$ cat src/rtl/alu_arbiter.sv
//------------------------------------------------------------------------------
// Module      : alu_arbiter
// Description : Shares one 32-bit integer ALU between two valid/ready
//               requesters. There is one operation in flight at a time, with
//               registered ALU operands and a registered response.
//               Optional feature macro: ALU_ARB_RR_EN. When it is defined,
//               contested requests are granted round-robin. When it is not
//               defined, port 0 has fixed priority.
// Revision    : 1.0 - initial release
//------------------------------------------------------------------------------
`timescale 1ns/1ps
`default_nettype none

module alu_arbiter (
    input  logic        clk,
    input  logic        rst,
    // requester 0: execute-stage integer path
    input  logic        req0_valid,
    output logic        req0_ready,
    input  logic [3:0]  req0_op,
    input  logic [31:0] req0_a,
    input  logic [31:0] req0_b,
    // requester 1: branch/address-generation path
    input  logic        req1_valid,
    output logic        req1_ready,
    input  logic [3:0]  req1_op,
    input  logic [31:0] req1_a,
    input  logic [31:0] req1_b,
    // responses
    output logic        rsp0_valid,
    input  logic        rsp0_ready,
    output logic        rsp1_valid,
    input  logic        rsp1_ready,
    output logic [31:0] rsp_result,
    output logic        rsp_negative,
    output logic        rsp_zero,
    // shared ALU
    output logic [3:0]  alu_op,
    output logic [31:0] alu_a,
    output logic [31:0] alu_b,
    input  logic [31:0] alu_result,
    input  logic        alu_negative,
    input  logic        alu_zero
);

    localparam logic [1:0] S_IDLE = 2'd0;
    localparam logic [1:0] S_EXEC = 2'd1;
    localparam logic [1:0] S_RESP = 2'd2;

    logic [1:0]  r_state;
    logic [1:0]  w_state_nxt;
    logic        r_gnt;
    logic        r_last;
    logic [3:0]  r_alu_op;
    logic [31:0] r_alu_a;
    logic [31:0] r_alu_b;
    logic [31:0] r_rsp_result;
    logic        r_rsp_negative;
    logic        r_rsp_zero;

    logic        w_any_valid;
    logic        w_contest_win;
    logic        w_win;
    logic        w_accept;
    logic        w_rsp_ack;

    assign w_any_valid = req0_valid | req1_valid;

`ifdef ALU_ARB_RR_EN
    // The port that did not win last time takes a contested cycle.
    assign w_contest_win = ~r_last;
`else
    // Port 0 always takes a contested cycle. last is tracked but has no effect.
    assign w_contest_win = r_last & 1'b0;
`endif

    // An uncontested requester always wins.
    assign w_win     = (req0_valid & req1_valid) ? w_contest_win : req1_valid;
    assign w_accept  = ~rst & (r_state == S_IDLE) & w_any_valid;
    assign w_rsp_ack = r_gnt ? rsp1_ready : rsp0_ready;

    // State register
    always_ff @(posedge clk) begin
        if (rst) begin
            r_state <= S_IDLE;
        end else begin
            r_state <= w_state_nxt;
        end
    end

    // Next-state logic
    always_comb begin
        w_state_nxt = r_state;
        case (r_state)
            S_IDLE:  if (w_accept)  w_state_nxt = S_EXEC;
            S_EXEC:  w_state_nxt = S_RESP;
            S_RESP:  if (w_rsp_ack) w_state_nxt = S_IDLE;
            default: w_state_nxt = S_IDLE;
        endcase
    end

    // Handshake outputs
    always_comb begin
        req0_ready = w_accept & ~w_win;
        req1_ready = w_accept &  w_win;
        rsp0_valid = (r_state == S_RESP) & ~r_gnt;
        rsp1_valid = (r_state == S_RESP) &  r_gnt;
    end

    // Operand launch on accept, result capture while the ALU evaluates
    always_ff @(posedge clk) begin
        if (rst) begin
            r_gnt          <= 1'b0;
            r_last         <= 1'b1;
            r_alu_op       <= 4'd0;
            r_alu_a        <= 32'd0;
            r_alu_b        <= 32'd0;
            r_rsp_result   <= 32'd0;
            r_rsp_negative <= 1'b0;
            r_rsp_zero     <= 1'b0;
        end else begin
            if (w_accept) begin
                r_gnt    <= w_win;
                r_last   <= w_win;
                r_alu_op <= w_win ? req1_op : req0_op;
                r_alu_a  <= w_win ? req1_a  : req0_a;
                r_alu_b  <= w_win ? req1_b  : req0_b;
            end
            if (r_state == S_EXEC) begin
                r_rsp_result   <= alu_result;
                r_rsp_negative <= alu_negative;
                r_rsp_zero     <= alu_zero;
            end
        end
    end

    assign alu_op       = r_alu_op;
    assign alu_a        = r_alu_a;
    assign alu_b        = r_alu_b;
    assign rsp_result   = r_rsp_result;
    assign rsp_negative = r_rsp_negative;
    assign rsp_zero     = r_rsp_zero;

endmodule

`default_nettype wire

$ cat config.mk
export PLATFORM = sky130hd
export DESIGN_NAME = alu_arbiter
export DESIGN_NICKNAME = d
export VERILOG_FILES = /design/src/rtl/alu_arbiter.sv
export SDC_FILE = /design/constraint.sdc
export NUM_CORES = 1
export LEC_CHECK = 0
export ABC_AREA = 1
export CAP_MARGIN = 25
export CORE_UTILIZATION = 25
export DETAILED_ROUTE_END_ITERATION = 16
export DONT_BUFFER_PORTS = 1
export HOLD_SLACK_MARGIN = 0.1
export PLACE_DENSITY = 0.44
export SLEW_MARGIN = 30
export SYNTH_ARGS = -nofsm -noshare
export SYNTH_HDL_FRONTEND = slang
export SYNTH_SLANG_ARGS = --single-unit
$ cat constraint.sdc
create_clock -name clk -period 2.7 [get_ports clk]
set_input_delay 0.135 -clock clk [delete_from_list [all_inputs] [get_ports clk]]
set_output_delay 0.135 -clock clk [all_outputs]
set_load 0.005 [all_outputs]
==> results.md, run 1 <==
- Startpoint Class: flop
- Endpoint, Worst Hold: alu_a[27]
- # DRC: 0
- Maxcap violations: 0
- Hold Fails Final Rpt: 0
- Layout cells sized above 1: 0.0369
- Routed WL: around 16000 um
- Most frequent cells in the layout: 279 x nand2_1, 171 x dlygate4sd3_1, 105 x dfxtp_1
- Drt first pass iters: 4
- Largest net degree at the start of global routing: between 70 and 80
- Hold-fix buffers, CTS: between 150 and 200
- Die area: roughly 19000 um2
- Final Non-Filler Cells: approximately 1.1k
- Largest family of logic cells by synthesized area: simple AND/OR/NAND/NOR gates
- Placement Setup Slack: around 890 ps
- P per Cell Area: between 500 and 600 nW/um2
- Crit path required time: approximately 3000 ps
- Largest fanout on the critical path: 31
- PostCTS Resize Cnt: 0
- CTS tree: yes
- Total track usage: 0.162
- CTS H-Tree Depth: 3
- Leak Pwr: ~2.8 nW
- Die height: around 140 um
- RSZ-0062 raised after global routing: false
- Syn Std Cell Area: 4620 um2
- DRT antenna net count: 0
- Ant diodes: 0
- Synth warn: 0
- Status: completed
- #FFs+latches synth: 105
- Port buffer count: 0
- Finish-stage setup viols: 0
- Cell variety after synth: 15
- Clock root cell: clkbuf_16
- Slew @ Worst Pin: roughly 660 ps
- Slack of the critical path: 497 ps
- Longest Clk Path Bufs: 2
- Slew Limit Fails: 0
- Adder-Cell Fraction of Synth Area: 0
- Leading cell type in the layout, fill and taps excluded: nand2_1
- Critical path type: reg2reg
- Clk sinks: 105
- Worst-path clk slew: 70 ps
- Vias/cell: about 4.7
- Hold crit path type: in2reg
- Worst min-delay path startpoint: rst
- Total CTS buffers: 9
- I/O pin total: 282
- Syn_nets: 872
- Simple-gate area share of the yosys netlist: 0.367
- Core area: 18000 um2
- Final #Nets: between 1k and 1.5k
- Min Clock Period, post-route: between 2000 and 2500 ps
- First-pass GRT wire length: between 20000 and 25000 um
- Hold path cells: 2
- Row count: a little under 50
- Arr. time, crit path: 2490 ps
- Worst R2R Start: r_state[0]
- Initial antenna violation count: 0
- DPL Wire Length: about 9900 um
- Layout area overhead: 46.7%
- Flop2flop setup slack: 500 ps
- Multiplexer area fraction after synthesis: 0
- Total setup buffers inserted after CTS: 0
- Mapped Cells: approximately 700
- TNS Setup: 0 ps
- Synth Area in Compound Gates: 0.113
- Worst vdd ir: roughly 0.27 mV
- Fin Hold WS: about 150 ps
- Reg-to-Reg End: alu_b[7]
- Worst skew pair latency: ~340 ps
- Synthesized area per cell: 6.63 um2
- Rel. slew slack: 0.561
- Area share of xor/xnor cells in the synthesized design: 0
- Seq/Total Area, Yosys: 0.455
- Die X: 138 um
- Tcrit/Tclk final: 0.816
- Vias in the first global route: between 4k and 5k
- Vias: ~5.1k
- Reg2Reg Depth: 7
- WL/cell: ~15 um
- Final core occ: 0.376
- Initial drt markers: slightly above 200
- Max frequency: between 400 and 500 MHz
- Grt ovf: 0
- Critical path endpoint category: flop
- Final Skew: 6.35 ps
- GPL Wtd Cong: about 0.72
- Starting Density: 0.256
- Placed Cells incl. Taps: slightly below 900
-- routing by layer --
metal | track usage | vias to the layer above | wire (um)
met5 | 0 | - | 0
met4 | 0.0574 | 0 | 202
met3 | 0.0570 | 14 | 1520
li1 | - | 2495 | -
met1 | 0.166 | 2322 | 6260
met2 | 0.301 | 222 | 8300
-- power breakdown --
| part | internal, mW | switching [mW] | total, mW |
|---|---|---|---|
| registers | 1.67 | 0.100 | 1.77 |
| logic | 0.348 | 0.349 | 0.697 |
| clock network | 0.753 | 0.598 | 1.35 |
-- worst max-delay path by stage --
stage / slack [ps] / depth (start not counted) / endpoint / from
after global routing: 300 / 7 / alu_b[7] / r_state[1]
final: 500 / 7 / alu_b[7] / r_state[0]
after CTS: 430 / 7 / alu_b[7] / r_state[1]
after global placement: 970 / 6 / alu_a[29] / r_state[1]
after detailed placement: 890 / 7 / alu_b[3] / req0_valid
after floorplan: 1600 / 6 / rsp_result[1] / r_state[1]
-- sequential cells by signal, indices dropped and copies added (netlist names) --
signal	count
alu_a	32
alu_b	32
rsp_result	32
alu_op	4
r_state	2
r_gnt	1
rsp_negative	1
rsp_zero	1
-- through the flow --
| stage | total power [mW] | cell area (um2) |
|---|---|---|
| global placement | 2.22 | 4710 |
| floorplan | 2.15 | 4620 |
| finish | 3.82 | 6770 |
| CTS | 3.88 | 6770 |
| global route | 4.06 | 6770 |
| detailed placement | 2.23 | 4710 |
-- layout make-up --
class | count | area, um2
Clock buffer | 11 | 243
Clock inverter | 5 | 61.3
Fill cell | 1858 | 11300
Inverter | 9 | 33.8
Multi-Input combinational cell | 529 | 2220
Sequential cell | 105 | 2100
Tap cell | 229 | 287
Timing Repair Buffer | 182 | 1830
-- critical path: stages, from the launching register on --
cell and delay, ps:
dfxtp_1 320, nor2_1 160, nand2_1 120, nor2_4 370
buf_4 410, nand2_1 90, a21oi_1 120, dlygate4sd3_1 550
-- kinds of logic (layout without fill, tap and decap cells) --
group	count (synthesis)	in the layout
buffers and inverters	62	207
and+or+nand+nor	425	425
AOI/OAI and AO/OA	104	104
DFF	105	105
-- Yosys cell counts --
cell      instances  share of area
buf_4            12          0.020
a21oi_1          70          0.076
nand3_1          70          0.076
nand2_1         279           0.23
clkinv_1          1        0.00081
inv_1             6         0.0049
buf_2            18          0.020
nor2_1           74          0.060
buf_1             1        0.00081
clkbuf_1         22          0.018
nor2_4            1         0.0024
dfxtp_1         105           0.46
inv_2             2         0.0016
nand2_2           1         0.0014
o21ai_0          34          0.037
No activity file was read; power rests on OpenSTA's default activity.
==> run 2: changes to the inputs <==
- PLACE_DENSITY: 0.44 -> 0.46
- clock period: 2.7 -> 1.9 ns (I/O delays scaled with it)
==> run 2 against run 1 <==
Effect of this change:
- clock skew up 1.1 ps
- wire length down 2.5%
- worst hold slack worse by 48 ps
- flip-flop and latch count unchanged
- largest power group unchanged
==> results.md, run 2 (same netlist as run 1, synthesis figures left out) <==
- Layout area overhead: 48.2%
- Rel. slew slack: 0.673
- Routed WL: ~16000 um
- Post-route cell area: 6840 um2
- CTS H-Tree Depth: 3
- Critical path type: in2reg
- Hold path cells: 2
- Finish-stage setup viols: 0
- Reg-to-Reg End: r_state[1]
- CTS tree: yes
- Worst-path clk slew: 70 ps
- Worst R2R Start: r_state[1]
- Crit path required time: roughly 2200 ps
- Tcrit/Tclk final: 0.948
- Placed Cells incl. Taps: ~890
- Slew Limit Fails: 0
- Largest fanout on the critical path: 1
- # DRC: 0
- Vias/cell: about 4.7
- Slew @ Worst Pin: around 490 ps
- Layout cells sized above 1: 0.0413
- Fill count: approximately 1.8k
- Cell family with most CP delay: buffers and inverters
- TNS Setup: 0 ps
- Grt ovf: 0
- Die X: between 100 and 150 um
- Final #Nets: around 1.0k
- Longest Clk Path Bufs: 2
- Max frequency: roughly 550 MHz
- Slack of the critical path: 98.0 ps
- First-pass GRT wire length: between 20000 and 25000 um
- Critical path endpoint category: flop
- PostCTS Resize Cnt: 0
- Total track usage: 0.154
- Startpoint Class: input port
- CP bufs+invs: 3
- P per Cell Area: just under 800 nW/um2
- Vias: just over 5k
- Hold-fix buffers, CTS: around 180
- Final Non-Filler Cells: around 1.1k
- Die height: ~140 um
- Fin Hold WS: around 100 ps
- Die area: approximately 19000 um2
- Final Skew: approximately 7.5 ps
- Arr. time, crit path: ~2100 ps
- Min Clock Period, post-route: 1800 ps
- Endpoint, Worst Hold: alu_b[9]
- DRT antenna net count: 0
- Worst path most repeated cell: dlygate4sd3_1
- GPL Wtd Cong: between 0.6 and 0.7
- DPL Wire Length: 9730 um
- Total CTS buffers: 9
- Clock root cell: clkbuf_16
- Reg2Reg Depth: 5
- Core area: between 15000 and 20000 um2
- Worst vdd ir: around 0.4 mV
- WL/cell: between 10 and 15 um
- Worst skew pair latency: approximately 350 ps
- Port buffer count: 0
- Initial antenna violation count: 0
- CP max stage cell: dlygate4sd3_1
- Maxcap violations: 0
- Worst min-delay path startpoint: rst
- Flop2flop setup slack: between 500 and 600 ps
- Initial drt markers: between 100 and 150
- I/O pin total: 282
- Starting Density: 0.256
- Drt first pass iters: 4
- RSZ-0062 raised after global routing: false
- Cells along the critical path: dlygate4sd3_1, nand3_1, dlygate4sd3_1, nand2_1, dlygate4sd3_1, nand2_1, a21oi_1
- Largest net degree at the start of global routing: 72
- Power Total: 5.34 mW
- Hold crit path type: in2reg
- Vias in the first global route: 4578
- Hold Fails Final Rpt: 0
- Clk sinks: 105
- Status: completed
- Leak Pwr: 2.86 nW
- Post-DP Area: 4780 um2
- Total setup buffers inserted after CTS: 0
- Leading cell type in the layout, fill and taps excluded: nand2_1
- Ant diodes: 0
- Final core occ: 0.380
- Placement Setup Slack: 529 ps
- Crit-path max cell delay: about 580 ps
- Row count: 49
- Most frequent cells in the layout: 279 x nand2_1, 175 x dlygate4sd3_1, 105 x dfxtp_1
run 2: cell types whose count changed in the layout (fill, tap and decap cells not counted):
cell | before | now
clkbuf_1 | 1 | 0
bufinv_16 | 1 | 0
clkinvlp_4 | 0 | 1
buf_4 | 9 | 10
inv_6 | 2 | 3
buf_12 | 1 | 3
dlygate4sd3_1 | 171 | 175
run 2: final cells by class:
| cell class | count | area (um2) | area share |
|---|---|---|---|
| multi-input cells | 529 | 2220 | 0.324 |
| flip-flops and latches | 105 | 2100 | 0.307 |
| repair buffers | 189 | 1910 | 0.280 |
| well taps | 229 | 287 | 0.0419 |
| clock buffers | 10 | 239 | 0.0349 |
| clock inverters | 6 | 47.5 | 0.00695 |
| inverters | 9 | 33.8 | 0.00494 |
run 2: worst max path at each step:
stage	start	end	slack (ps)	cells after the start
6_report	req1_a[20]	alu_a[20]	100	7
4_1_cts	req1_a[20]	alu_a[20]	150	7
3_3_place_gp	r_state[0]	alu_b[16]	560	6
2_1_floorplan	r_state[1]	rsp_result[1]	800	6
5_1_grt	req1_a[20]	alu_a[20]	20	7
3_5_place_dp	r_state[0]	alu_a[22]	530	6
run 2: worst reg2reg max path, stage by stage (launching register included):
cell and delay (ps):
dfxtp_1 330, inv_1 50, nor2_1 140, nand3_1 80, dlygate4sd3_1 570, a21oi_1 130
run 2: routing by layer:
layer / GRT usage / routed length (um) / up-vias
li1: - / - / 2510
met1: 0.163 / 6280 / 2310
met2: 0.276 / 7770 / 206
met3: 0.0515 / 1480 / 23
met4: 0.0676 / 338 / 0
met5: 0 / 0 / -
run 2: where the power goes:
group	internal, mW	switching [mW]	total [mW]
Sequential	2.37	0.137	2.51
Combinational	0.514	0.479	0.993
Clock	0.941	0.897	1.84
